### src/rtl/counter_pkg.sv
// counter_pkg: shared mode/direction encodings and start-pattern function
package counter_pkg;
  typedef enum logic {MODE_JOHNSON = 1'b0, MODE_RING = 1'b1} mode_e;
  typedef enum logic {DIR_UP = 1'b0, DIR_DOWN = 1'b1} dir_e;
  // Johnson sequences begin at all-zeros, ring sequences at a single LSB one
  function automatic logic [31:0] start_pattern(input logic mode);
    return (mode == MODE_RING) ? 32'd1 : 32'd0;
  endfunction
endpackage

### src/rtl/falling_edge_dff_sync_reset_high.sv
// falling_edge_dff_sync_reset_high: one state bit, negedge clocked, sync active-high reset to rst_val
module falling_edge_dff_sync_reset_high (
  input  logic d,
  input  logic clk,
  input  logic sync_reset,
  input  logic en,
  input  logic rst_val,
  output logic q
);
  // reset wins over enable; otherwise capture d when enabled
  always_ff @(negedge clk)
    if (sync_reset) q <= rst_val;
    else if (en) q <= d;
endmodule

### src/rtl/johnson_ring_counter.sv
// johnson_ring_counter: Johnson/ring counter with load, direction, self-correction, phase and terminal count
module johnson_ring_counter
  import counter_pkg::*;
#(
  parameter int WIDTH = 4,
  localparam int PW = $clog2(2 * WIDTH)
) (
  input  logic             clk,
  input  logic             sync_reset,
  input  logic             en,
  input  logic             mode,
  input  logic             dir,
  input  logic             load,
  input  logic [WIDTH-1:0] load_value,
  output logic [WIDTH-1:0] out,
  output logic [PW-1:0]    phase,
  output logic             tc,
  output logic             illegal
);
  logic [WIDTH-1:0] out_d, out_q, start, adv;
  logic [PW-1:0] pc, tr, idx;
  logic ring, down, flop_en;
  // Legality from popcount (ring) or count of adjacent-bit transitions (Johnson: at most one),
  // then next state, phase and terminal count
  always_comb begin
    pc = '0;
    tr = '0;
    idx = '0;
    for (int i = 0; i < WIDTH; i++) begin
      pc = pc + PW'(out_q[i]);
      idx = out_q[i] ? PW'(i) : idx;
    end
    for (int i = 0; i < WIDTH - 1; i++) tr = tr + PW'(out_q[i] ^ out_q[i + 1]);
    ring = mode == MODE_RING;
    down = dir == DIR_DOWN;
    start = WIDTH'(start_pattern(mode));
    illegal = ring ? (pc != PW'(1)) : (tr > PW'(1));
    adv = down ? {out_q[0] ^ ~ring, out_q[WIDTH-1:1]} : {out_q[WIDTH-2:0], out_q[WIDTH-1] ^ ~ring};
    out_d = load ? load_value : illegal ? start : adv;
    flop_en = load | en;
    phase = illegal ? '0 : ring ? idx : out_q[WIDTH-1] ? PW'(2 * WIDTH) - pc : pc;
    tc = en & ~load & ~sync_reset & ~illegal & (adv == start);
  end
  for (genvar b = 0; b < WIDTH; b++) begin : g_bit
    falling_edge_dff_sync_reset_high u_dff (
      .d(out_d[b]),
      .clk(clk),
      .sync_reset(sync_reset),
      .en(flop_en),
      .rst_val(start[b]),
      .q(out_q[b])
    );
  end
  assign out = out_q;
endmodule
### config.mk
export PLATFORM = sky130hd
export DESIGN_NAME = johnson_ring_counter
export DESIGN_NICKNAME = d
export VERILOG_FILES = /design/src/rtl/counter_pkg.sv /design/src/rtl/falling_edge_dff_sync_reset_high.sv /design/src/rtl/johnson_ring_counter.sv
export SDC_FILE = /design/constraint.sdc
export NUM_CORES = 1
export LEC_CHECK = 0
export ABC_AREA = 1
export CAP_MARGIN = 20
export CORE_MARGIN = 2
export CORE_UTILIZATION = 40
export CTS_CLUSTER_DIAMETER = 80
export CTS_CLUSTER_SIZE = 25
export DETAILED_ROUTE_END_ITERATION = 7
export GPL_TIMING_DRIVEN = 0
export PLACE_DENSITY_LB_ADDON = 0.05
export SLEW_MARGIN = 20
export SYNTH_ARGS = -nofsm -noshare
export SYNTH_HDL_FRONTEND = slang
export SYNTH_SLANG_ARGS = --single-unit
### constraint.sdc
create_clock -name clk -period 8.2 [get_ports clk]
set_input_delay 2.46 -clock clk [delete_from_list [all_inputs] [get_ports clk]]
set_output_delay 2.46 -clock clk [all_outputs]
set_load 0.01 [all_outputs]
==> Yosys cells after proc, flatten, opt, wreduce, memory -nomap -nowiden <==
Index checks and enable logic that the tools add are counted.
{ "word_totals": {"mem_count": 0, "romBits": 0, "word_cells": 47, "regBits": 4, "latch_bits": 0, "ramBits": 0} }
{ "op_classes": {"n_mul": 0, "n_mux": 19, "shift": 0, "bitwise_logic": 14, "n_eq_ne": 2, "addsub": 6, "n_div": 0, "n_reduce_logical": 1, "order_cmp": 1} }
{ "ops": {"columns": ["operator", "count"], "rows": [
  ["4-bit two-way mux", 3],
  ["1-bit two-way mux", 11],
  ["3-bit two-way mux", 3],
  ["2-bit by 1-bit adder with 3-bit output", 2],
  ["1-bit bitwise XOR", 5],
  ["1-bit by 1-bit adder with 2-bit output", 2],
  ["1-bit bitwise AND", 4],
  ["4-bit by 1-bit equality test with 1-bit output", 1],
  ["2-bit two-way mux", 2],
  ["1-bit inverter", 4],
  ["3-bit by 1-bit adder with 3-bit output", 1],
  ["3-bit by 1-bit greater-than comparator with 1-bit output, second input constant", 1],
  ["3-bit by 1-bit inequality test with 1-bit output, second input constant", 1],
  ["1-bit by 3-bit subtractor with 3-bit output, first input constant", 1],
  ["2-bit nonzero test", 1],
  ["1-bit OR", 1]
]} }

==> Logic depth before layout (Yosys ltp) <==
{ "depth": {"depth_word": 9, "ltp_mapped": 11, "ltp_nobuf": 11} }

==> Modules after synthesis <==
A second synthesis with hierarchy kept.
{ "hier_totals": {"cells_unflattened": 114, "area_unflattened_um2": 680.7} }
{ "modules_own_cells": {"columns": ["module", "instances", "seq_area_each_um2", "cells_each", "area_each_um2"], "rows": [
  ["johnson_ring_counter", 1, 0.0, 86, 460.4],
  ["falling_edge_dff_sync_reset_high", 4, 30.0, 7, 55.1]
]} }

==> report_table.html <==
<table>
<tr><th>Metric</th><th>Value</th></tr>
<tr><th colspan="2">Outcome</th></tr>
<tr><td>Run status</td><td>finished with violations</td></tr>
<tr><td>Violated checks</td><td>negative setup slack</td></tr>
<tr><th colspan="2">Finish</th></tr>
<tr><td>Flip-flop count of the largest register after layout</td><td>4</td></tr>
<tr><td>Synth-to-Final Area Change</td><td>62.7%</td></tr>
<tr><td>Largest registers in the final layout</td><td>g_bit.u_dff.q: 4 flops</td></tr>
<tr><td>Summed area of non-filler cells in the final layout</td><td>1020 um2</td></tr>
<tr><td>Register with the most flip-flops</td><td>g_bit.u_dff.q</td></tr>
<tr><td>Share of post-route cells with drive strength above 1</td><td>38.2%</td></tr>
<tr><td>Number of nets in the layout</td><td>143</td></tr>
<tr><td>Number of fillers in the final layout</td><td>131</td></tr>
<tr><td>Antenna diode instance count</td><td>0</td></tr>
<tr><th colspan="2">Floorplanning</th></tr>
<tr><td>Boundary Pins</td><td>19</td></tr>
<tr><td>Area of the die</td><td>1890 um2</td></tr>
<tr><td>Std-Cell Core Area</td><td>between 1000 and 1500 um2</td></tr>
<tr><td>Horizontal die dimension</td><td>43.5 um</td></tr>
<tr><td>Die height</td><td>roughly 44 um</td></tr>
<tr><td>Initial core utilization</td><td>41.9%</td></tr>
<tr><td>Num rows</td><td>14</td></tr>
<tr><th colspan="2">Timing</th></tr>
<tr><td>Endpoints failing hold</td><td>0</td></tr>
<tr><td>Final WS setup</td><td>-711 ps</td></tr>
<tr><td>Number of slew-limit violations in the final report</td><td>0</td></tr>
<tr><td>Tightest Pin Transition</td><td>339 ps</td></tr>
<tr><td>Setup repair after global routing missed its margin</td><td>yes</td></tr>
<tr><td>Setup skew after layout</td><td>5.05 ps</td></tr>
<tr><td>Max_slew headroom</td><td>between 70 and 80%</td></tr>
<tr><td>Final count of negative-setup-slack endpoints</td><td>5</td></tr>
<tr><th colspan="2">Yosys</th></tr>
<tr><td>Multiplexer share of the synthesized area</td><td>0%</td></tr>
<tr><td>Post-synthesis share of cell area spent on and, or, nand and nor gates</td><td>roughly 30%</td></tr>
<tr><td>Adder and majority cell fraction of the synthesized area</td><td>17.2%</td></tr>
<tr><td>Post-synthesis share of cell area spent on xor and xnor gates</td><td>2.81%</td></tr>
<tr><td>Combinational family with the most area after synthesis</td><td>simple AND/OR/NAND/NOR gates</td></tr>
<tr><td>Synthesis-stage register bit count</td><td>4</td></tr>
<tr><td>Yosys warns</td><td>0</td></tr>
<tr><td>Synthesized area divided by synthesized cell count</td><td>6.86 um2</td></tr>
<tr><td>Instance count of the mapped netlist</td><td>91</td></tr>
<tr><td>Main area contributors after synthesis</td><td>sky130_fd_sc_hd__edfxtp_1 19%, sky130_fd_sc_hd__nand2_1 14%, sky130_fd_sc_hd__ha_1 14%</td></tr>
<tr><td>Portion of the post-synthesis area used by sequential elements</td><td>19.2%</td></tr>
<tr><td>Cell Area, Synth</td><td>between 600 and 700 um2</td></tr>
<tr><td>Synth unique cells</td><td>22</td></tr>
<tr><td>Yosys top cell area share</td><td>19.2%</td></tr>
<tr><td>Net count after synthesis</td><td>109</td></tr>
<tr><td>Library cell occupying the most area in the post-synthesis netlist</td><td>sky130_fd_sc_hd__edfxtp_1</td></tr>
<tr><td>Compound-gate portion of the synthesized area</td><td>14.4%</td></tr>
<tr><th colspan="2">Clocking</th></tr>
<tr><td>Number of sinks handled by clock tree synthesis</td><td>4</td></tr>
<tr><td>Buffer depth of the longest clock path</td><td>2</td></tr>
<tr><td>Post-CTS Hold Fix Bufs</td><td>0</td></tr>
<tr><td>Clock Latency Late Sink</td><td>290 ps</td></tr>
<tr><td>TritonCTS buffer count</td><td>3</td></tr>
<tr><td>Clock input transition at the sequential cells of the worst setup and hold paths</td><td>30 ps</td></tr>
<tr><td>CTS tree</td><td>yes</td></tr>
<tr><td>CTS H-tree lvls</td><td>1</td></tr>
<tr><td>Clock root cell</td><td>sky130_fd_sc_hd__clkbuf_4</td></tr>
<tr><th colspan="2">Global route</th></tr>
<tr><td>Number of global-route vias before repair</td><td>652</td></tr>
<tr><td>Wire length of the first global-routing pass</td><td>2.60 mm</td></tr>
<tr><td>Antenna violations before repair</td><td>0</td></tr>
<tr><td>Total congestion overflow</td><td>0</td></tr>
<tr><td>Maximum number of pins on one net before global-route repair</td><td>9</td></tr>
<tr><td>Total GRT Usage</td><td>17.9%</td></tr>
<tr><th colspan="2">Setup path</th></tr>
<tr><td>Ordered list of cells on the worst path</td><td>inv_2, fa_1, inv_2, ha_4, ha_4, inv_4, ha_4, nand3_4, nand2_4, o21ai_2, a21oi_2, buf_2</td></tr>
<tr><td>Buffering stage count on the worst path with inverters included</td><td>4</td></tr>
<tr><td>Startpoint class of the critical path</td><td>flop</td></tr>
<tr><td>Cell family contributing the most delay on the critical path</td><td>adder cells</td></tr>
<tr><td>Arrival time worst endpoint</td><td>approximately 6500 ps</td></tr>
<tr><td>Setup Crit Path Kind</td><td>flop to primary output</td></tr>
<tr><td>Critical Path Most Common Cell</td><td>sky130_fd_sc_hd__ha_4</td></tr>
<tr><td>Worst stage delay on the critical path</td><td>540 ps</td></tr>
<tr><td>Standard cell with the maximum stage delay on the critical path</td><td>sky130_fd_sc_hd__fa_1</td></tr>
<tr><td>Type of destination of the critical path</td><td>primary output</td></tr>
<tr><td>Crit-path max FO</td><td>4</td></tr>
<tr><td>Data required, critical path</td><td>about 5700 ps</td></tr>
<tr><th colspan="2">Pwr</th></tr>
<tr><td>Comb power frac</td><td>between 60% and 70%</td></tr>
<tr><td>Share of total power in sequential cells</td><td>16.0%</td></tr>
<tr><td>Cell Int Power</td><td>0.000105 W</td></tr>
<tr><td>Switch Pwr</td><td>0.0000716 W</td></tr>
<tr><td>Static leakage power</td><td>approximately 0.48 nW</td></tr>
<tr><td>Net switching fraction of the power</td><td>40.6%</td></tr>
<tr><td>Worst vdd ir</td><td>0.160 mV</td></tr>
<tr><td>Total power density per cell area</td><td>about 170 nW/um2</td></tr>
<tr><td>Total power</td><td>0.000176 W</td></tr>
<tr><td>Share of power burned in the clock network</td><td>17.4%</td></tr>
<tr><th colspan="2">Placed design</th></tr>
<tr><td>DPL Wire Length</td><td>1.15 mm</td></tr>
<tr><td>Cell Area, Placed</td><td>a little under 900 um2</td></tr>
<tr><td>Number of port buffers</td><td>17</td></tr>
<tr><td>Final weighted congestion in routability-driven placement</td><td>0.787</td></tr>
<tr><td>Setup WS pre-CTS</td><td>-1010 ps</td></tr>
<tr><th colspan="2">Drt</th></tr>
<tr><td>Total iterations of the first detailed-routing run</td><td>2</td></tr>
<tr><td>Via count of the routed design</td><td>662</td></tr>
<tr><td>Detailed-route wire length per cell</td><td>between 10 and 15 um</td></tr>
<tr><td>Number of DRC markers after the initial detailed-route iteration</td><td>1</td></tr>
<tr><td>Total Wirelength</td><td>1.51 mm</td></tr>
<tr><td>DRC Markers</td><td>0</td></tr>
<tr><td>Vias per std cell</td><td>about 4.8</td></tr>
<tr><td>Final antenna-violating net count</td><td>0</td></tr>
<tr><th colspan="2">Worst hold path</th></tr>
<tr><td>Hold WC Path Type</td><td>flop to flop</td></tr>
<tr><th colspan="2">Run</th></tr>
<tr><td>Total of max-cap violations</td><td>0</td></tr>
</table>
==> power by group through the flow <==
stage	clock network, W	logic (W)	registers (W)
finish	0.0000306	0.000117	0.0000281
global route	0.0000353	0.000129	0.0000284
detailed placement	0.00000374	0.0000908	0.0000294
global placement	0.00000374	0.0000899	0.0000294
CTS	0.0000322	0.000106	0.0000281
floorplan	0.00000374	0.0000631	0.0000281
==> tightest hold or removal path: stages (launching register included) <==
cell and delay, ps:
sky130_fd_sc_hd__edfxtp_1 340, sky130_fd_sc_hd__buf_4 120, sky130_fd_sc_hd__nor2_1 40, sky130_fd_sc_hd__a21oi_1 130, sky130_fd_sc_hd__nand2_1 60, sky130_fd_sc_hd__a21oi_1 130
==> placed cells by master, fill, tap and decap left out <==
| cell type | n |
|---|---|
| sky130_fd_sc_hd__nor2_4 | 3 |
| sky130_fd_sc_hd__nor3_1 | 1 |
| sky130_fd_sc_hd__nand3_4 | 2 |
| sky130_fd_sc_hd__nand2_2 | 1 |
| sky130_fd_sc_hd__clkbuf_4 | 3 |
| sky130_fd_sc_hd__o21ai_2 | 1 |
| sky130_fd_sc_hd__a21oi_4 | 1 |
| sky130_fd_sc_hd__inv_4 | 1 |
| sky130_fd_sc_hd__a21oi_1 | 6 |
| sky130_fd_sc_hd__clkdlybuf4s50_1 | 12 |
| sky130_fd_sc_hd__nand2_1 | 23 |
| sky130_fd_sc_hd__xor2_1 | 2 |
| sky130_fd_sc_hd__ha_4 | 4 |
| sky130_fd_sc_hd__inv_1 | 12 |
| sky130_fd_sc_hd__nand3_1 | 3 |
| sky130_fd_sc_hd__nor2_1 | 4 |
| sky130_fd_sc_hd__o21ai_0 | 3 |
| sky130_fd_sc_hd__a21oi_2 | 3 |
| sky130_fd_sc_hd__o21ai_1 | 1 |
| sky130_fd_sc_hd__buf_6 | 4 |
| sky130_fd_sc_hd__inv_2 | 6 |
| sky130_fd_sc_hd__ha_1 | 3 |
| sky130_fd_sc_hd__fa_1 | 1 |
| sky130_fd_sc_hd__buf_2 | 3 |
| sky130_fd_sc_hd__nand3b_1 | 1 |
| sky130_fd_sc_hd__nand2_4 | 2 |
| sky130_fd_sc_hd__edfxtp_1 | 4 |
| sky130_fd_sc_hd__buf_4 | 12 |
| sky130_fd_sc_hd__nor2_2 | 1 |
==> metal layers <==
metal / vias up / global-route usage [%] / share of wire [%]
met5: - / 0 / 0
met4: 0 / 0 / 0
met2: 15 / 30.7 / 50
li1: 353 / - / -
met1: 294 / 23.3 / 45
met3: 0 / 6.25 / 4.8
==> path summary, 6_finish.rpt <==
| path | from | end | slack (ps) | depth (start not counted) |
|---|---|---|---|---|
| setup / recovery | g_bit[2].u_dff.q | phase[0] | -710 | 12 |
| hold / removal | g_bit[2].u_dff.q | g_bit[3].u_dff.q | 950 | 5 |
| setup reg to reg | g_bit[2].u_dff.q | g_bit[1].u_dff.q | 5690 | 14 |
| hold reg to reg | g_bit[2].u_dff.q | g_bit[3].u_dff.q | 950 | 5 |
==> logic make-up (layout without fill, tap and decap cells) <==
logic type                 after synthesis  in the layout
buffers and inverters                   21             53
adders and majority gates                8              8
DFF                                      4              4
AOI/OAI and AO/OA                       15             15
and+or+nand+nor                         41             41
xor gates and xnor gates                 2              2
==> through the flow <==
stage	TNS, ps	instances	hold slack, ps	utilization, %
floorplan	-1690	91	763	-
global placement	-4780	124	850	59.1
detailed placement	-4740	124	856	59.1
CTS	-3550	138	956	65.9
global route	-4010	139	1030	68.2
finish	-3410	139	952	68.2
==> synthesized netlist by cell type, drive strengths merged <==
master / n
a21oi: 10
buf: 5
edfxtp: 4
fa: 1
ha: 7
inv: 16
nand2: 26
nand3: 5
nand3b: 1
nor2: 8
nor3: 1
o21ai: 5
xor2: 2
==> final cells by class <==
| class | count | area [um2] | area share (%) |
|---|---|---|---|
| Buffer | 5 | 41.3 | 4.06 |
| Tap cell | 16 | 20.0 | 1.97 |
| Clock buffer | 3 | 22.5 | 2.22 |
| Sequential cell | 4 | 120 | 11.8 |
| Inverter | 15 | 58.8 | 5.79 |
| Timing Repair Buffer | 26 | 229 | 22.5 |
| Multi-Input combinational cell | 66 | 509 | 50.1 |
| Clock inverter | 4 | 15.0 | 1.48 |
==> timing repair <==
item / 4_1_cts / 5_1_grt
setup buffers: 8 / 1
resized for setup: 29 / 5
endpoints found under the setup margin: 5 / 5
pin swaps: 8 / 5
Power figures use the tool's default switching activity.
